## config.mk

```make
export PLATFORM = sky130hd
export DESIGN_NAME = axis_fifo_ctrl
export DESIGN_NICKNAME = d
export VERILOG_FILES = /design/src/rtl/axis_fifo_ctrl.sv
export SDC_FILE = /design/constraint.sdc
export NUM_CORES = 1
export LEC_CHECK = 0
export CORE_MARGIN = 1
export CORE_UTILIZATION = 35
export DETAILED_ROUTE_END_ITERATION = 10
export GPL_TIMING_DRIVEN = 0
export PLACE_DENSITY = 0.85
export SYNTH_ARGS = -nofsm -noshare
export SYNTH_HDL_FRONTEND = slang
export SYNTH_SLANG_ARGS = --single-unit
```

## constraint.sdc

```tcl
create_clock -name clk -period 2.67 [get_ports clk]
set_input_delay 0.801 -clock clk [delete_from_list [all_inputs] [get_ports clk]]
set_output_delay 0.801 -clock clk [all_outputs]
set_load 0.01 [all_outputs]
```

## src/rtl/axis_fifo_ctrl.sv

```systemverilog
// AXI4-Stream FIFO controller driving an external storage array with a
// combinational read port; presents a first-word-fall-through output stream.
module axis_fifo_ctrl #(
    parameter int WIDTH = 8,
    parameter int DEPTH = 8,
    localparam int ADDR_WIDTH = $clog2(DEPTH),
    localparam int ACTUAL_DEPTH = 2 ** ADDR_WIDTH
) (
    input  logic                  clk,
    input  logic                  rst,
    input  logic [WIDTH-1:0]      s_axis_tdata_i,
    input  logic                  s_axis_tvalid_i,
    output logic                  s_axis_tready_o,
    output logic [WIDTH-1:0]      m_axis_tdata_o,
    output logic                  m_axis_tvalid_o,
    input  logic                  m_axis_tready_i,
    output logic                  mem_wr_en_o,
    output logic [ADDR_WIDTH-1:0] mem_wr_addr_o,
    output logic [WIDTH-1:0]      mem_wr_data_o,
    output logic [ADDR_WIDTH-1:0] mem_rd_addr_o,
    input  logic [WIDTH-1:0]      mem_rd_data_i,
    output logic [ADDR_WIDTH:0]   count_o,
    output logic                  full_o,
    output logic                  empty_o
);

    localparam logic [ADDR_WIDTH:0] FULL_COUNT = (ADDR_WIDTH + 1)'(ACTUAL_DEPTH);
    localparam logic [ADDR_WIDTH:0] ZERO_COUNT = '0;

    logic [ADDR_WIDTH:0] wr_ptr;
    logic [ADDR_WIDTH:0] rd_ptr;
    logic [ADDR_WIDTH:0] count_next;
    logic                push;
    logic                pop;

    // A beat transfers on any edge where valid and ready are both high; valid
    // never waits on ready, and ready is a registered function of occupancy only.
    assign push = s_axis_tvalid_i & s_axis_tready_o;
    assign pop  = m_axis_tvalid_o & m_axis_tready_i;

    assign mem_wr_en_o    = push;
    assign mem_wr_addr_o  = wr_ptr[ADDR_WIDTH-1:0];
    assign mem_wr_data_o  = s_axis_tdata_i;
    assign mem_rd_addr_o  = rd_ptr[ADDR_WIDTH-1:0];
    assign m_axis_tdata_o = mem_rd_data_i;

    always_comb begin
        count_next = count_o + {{ADDR_WIDTH{1'b0}}, push} - {{ADDR_WIDTH{1'b0}}, pop};
    end

    // All flags derive from count_next so they are valid on the same edge as count.
    always_ff @(posedge clk or posedge rst) begin
        if (rst) begin
            wr_ptr          <= '0;
            rd_ptr          <= '0;
            count_o         <= '0;
            full_o          <= 1'b0;
            empty_o         <= 1'b1;
            s_axis_tready_o <= 1'b0;
            m_axis_tvalid_o <= 1'b0;
        end else begin
            wr_ptr          <= wr_ptr + {{ADDR_WIDTH{1'b0}}, push};
            rd_ptr          <= rd_ptr + {{ADDR_WIDTH{1'b0}}, pop};
            count_o         <= count_next;
            full_o          <= (count_next == FULL_COUNT);
            s_axis_tready_o <= (count_next != FULL_COUNT);
            empty_o         <= (count_next == ZERO_COUNT);
            m_axis_tvalid_o <= (count_next != ZERO_COUNT);
        end
    end

endmodule

```

==> flow_metrics.py <==
metrics = {
    "setup_path": {
        "critPathArrivalTime_ps": 1730,
        "startpoint_type": "input port",
        "crit_type": "input port to output port",
        "cp-end-kind": "output port",
        "crit_required_ps": 1870,
        "crit_path_max_fanout": 3,
    },
    "power": {
        "power_leakage_nw": 0.568,
        "power.density_mw_per_mm2": 1050,
        "total_power_w": 0.00129,
        "vdd_drop_max_mv": 0.595,
    },
    "global_routing": {
        "overflow": 0,
        "grt.total_usage_pct": 13.2,
        "grt_max_degree": 15,
        "grt_first_pass_wirelength_um": 2440,
        "antenna_found_initial": 0,
        "first_global_vias": 631,
    },
    "run": {
        "cap_violations": 0,
    },
    "clock_network": {
        "cts_buffers": 3,
        "cts_root_buffer": "clkbuf_4",
        "htree_levels": 1,
        "cts.sinks": 14,
        "clock_path_buffers": 2,
        "clk_pin_slew_worst_paths_ps": 70,
        "cts_tree": "yes",
        "clkLatencyLatePin_ps": 260,
    },
    "sta": {
        "hold_viol_final": 0,
        "fin_crit_sh_pct": 94.9,
        "setup_ws_ps": 135,
        "fin_skew_ps": 7.60,
        "final-max-slew-violation-count": 0,
        "tightest_slew_ps": 495,
        "max_slew_margin_pct": 67.0,
        "setup_viol": 0,
        "max_freq_mhz": 394,
        "fin_crit_ps": 2530,
        "rsz0062_at_grt": "false",
    },
    "floorplan": {
        "core_area_mm2": 0.00202,
        "start_util_pct": 38.5,
        "rows": 16,
        "dieArea_mm2": 0.00242,
        "die_h_um": 49.2,
        "io_pins": 51,
        "dieWidth_um": 49.2,
    },
    "synth": {
        "avgSynthCellArea_um2": 11.3,
        "synth-warning-count": 0,
        "synth_cells": 69,
        "synth_top_family_by_area": "buffers and inverters",
        "synth-simple-area-share_pct": 9.65,
        "yosysUniqueCellTypes": 20,
        "synth_fp_nets": 98,
        "synthAdderAreaFrac_pct": 15.4,
        "yosysSeqAreaShare_pct": 45.2,
        "synth.cell_area_um2": 778,
        "yosys_register_bits": 14,
        "synth-compound-area-share_pct": 4.82,
        "synthMuxAreaShare_pct": 0,
        "synthXorXnorAreaFrac_pct": 5.63,
    },
    "worst_hold_path": {
        "hold_class": "register to register",
    },
    "routing": {
        "detail_route.wl_per_cell_um": 10.8,
        "finalWirelength_um": 1480,
        "num_vias": 623,
        "first_pass_iters": 3,
        "drc_errors": 0,
        "drt_iter0_drc": 5,
        "ant_nets": 0,
        "viasPerCell": 4.55,
    },
    "cells_and_area": {
        "final_common_cell": "clkdlybuf4s50_1",
        "syn_to_final_growth_pct": 57.6,
        "nets": 140,
        "layout_common_cells": "clkdlybuf4s50_1, buf_4, dfrtp_1",
        "antennaDiodeCount": 0,
        "drive_gt1_share_pct": 31.8,
        "fill_cells": 182,
    },
    "place": {
        "portBuffers": 34,
        "globalplace.congestion": 0.674,
        "post-place-ws_ps": -417,
        "dp_hpwl_um": 1250,
    },
    "run_status": {
        "run_status": "finished clean",
    },
}
-- synth_stat cells --
library cell	n	area, um^2
fa_1	1	20.0
dfstp_2	1	26.3
o21ai_0	1	5.00
dfrtp_1	13	325
nand3_1	3	15.0
and2_1	2	12.5
nor2_1	1	3.75
and3_2	1	7.51
o21ai_1	1	5.00
a21oi_2	1	8.76
a21o_2	1	8.76
nor3_2	2	20.0
or3_4	1	11.3
buf_4	16	120
xor2_1	3	26.3
xnor2_1	2	17.5
ha_1	8	100
inv_1	8	30.0
a21oi_1	2	10.0
nor3_1	1	5.00
-- stage by stage --
step,util [%],hold WS [ps],TNS [ps],instance area (um^2),std cells
5_1_grt,60.6,492,0,1230,137
2_1_floorplan,-,502,0,778,69
3_3_place_gp,57.0,452,-1410,1150,130
3_5_place_dp,57.0,454,-1650,1150,130
6_report,60.6,474,0,1230,137
4_1_cts,60.6,470,0,1230,137
-- registers in the layout, indices dropped and copies added (netlist names) --
signal,cells
s_axis_tready_o,1
wr_ptr,3
count_o,4
full_o,1
rd_ptr,3
m_axis_tvalid_o,1
empty_o,1
-- path summary, 6_finish.rpt --
check                                start              end  slack, ps  cells after the start
setup / recovery           s_axis_tvalid_i      mem_wr_en_o        140                      3
setup reg to reg           m_axis_tvalid_o           full_o        530                      9
min in group asynchronous              rst  s_axis_tready_o        860                      2
max in group asynchronous              rst          empty_o       1450                      2
hold / removal                   rd_ptr[2]        rd_ptr[2]        470                      1
hold reg to reg                  rd_ptr[2]        rd_ptr[2]        470                      1
-- layer usage --
metal  share of wire [%]  GRT usage, %  vias to the layer above  routed length [um]
met5                   0             0                        -                   0
met3                  12          5.30                        0                 175
li1                    -             -                      291                   -
met4                   0          6.37                        0                   0
met1                  38          13.2                      288                 565
met2                  50          23.5                       44                 735
-- final cells by class --
type | instances | area, um^2 | area share, %
Clock buffer | 4 | 26.3 | 2.14
Multi-Input combinational cell | 31 | 304 | 24.8
Sequential cell | 14 | 352 | 28.7
Timing Repair Buffer | 37 | 360 | 29.4
Inverter | 8 | 30.0 | 2.45
Buffer | 16 | 120 | 9.80
Tap cell | 27 | 33.8 | 2.76
-- kinds of logic (layout without fill, tap and decap cells) --
family                   after synthesis  count (layout)
adder cells (fa/ha/maj)                9               9
XOR/XNOR                               5               5
AND/OR/NAND/NOR                       11              11
buffers and inverters                 24              65
AO/OA/AOI/OAI                          6               6
flip-flops                            14              14
-- report_power, final --
part / switching (W) / internal (W)
combinational: 0.000370 / 0.000427
sequential: 0.0000701 / 0.000310
clock: 0.0000568 / 0.0000577
total: 0.000497 / 0.000794
-- worst max-delay path, stage by stage --
cell	delay (ps)
clkdlybuf4s50_1	450
and2_1	200
dlygate4sd2_1	290
-- repair_timing --
action | CTS | global route
setup buffers | 3 | 0
resized for setup | 9 | 0
endpoints found under the hold margin | 0 | 0
hold buffers | 0 | 0
endpoints found under the setup margin | 5 | 0
(Power assumes the default switching activity.)
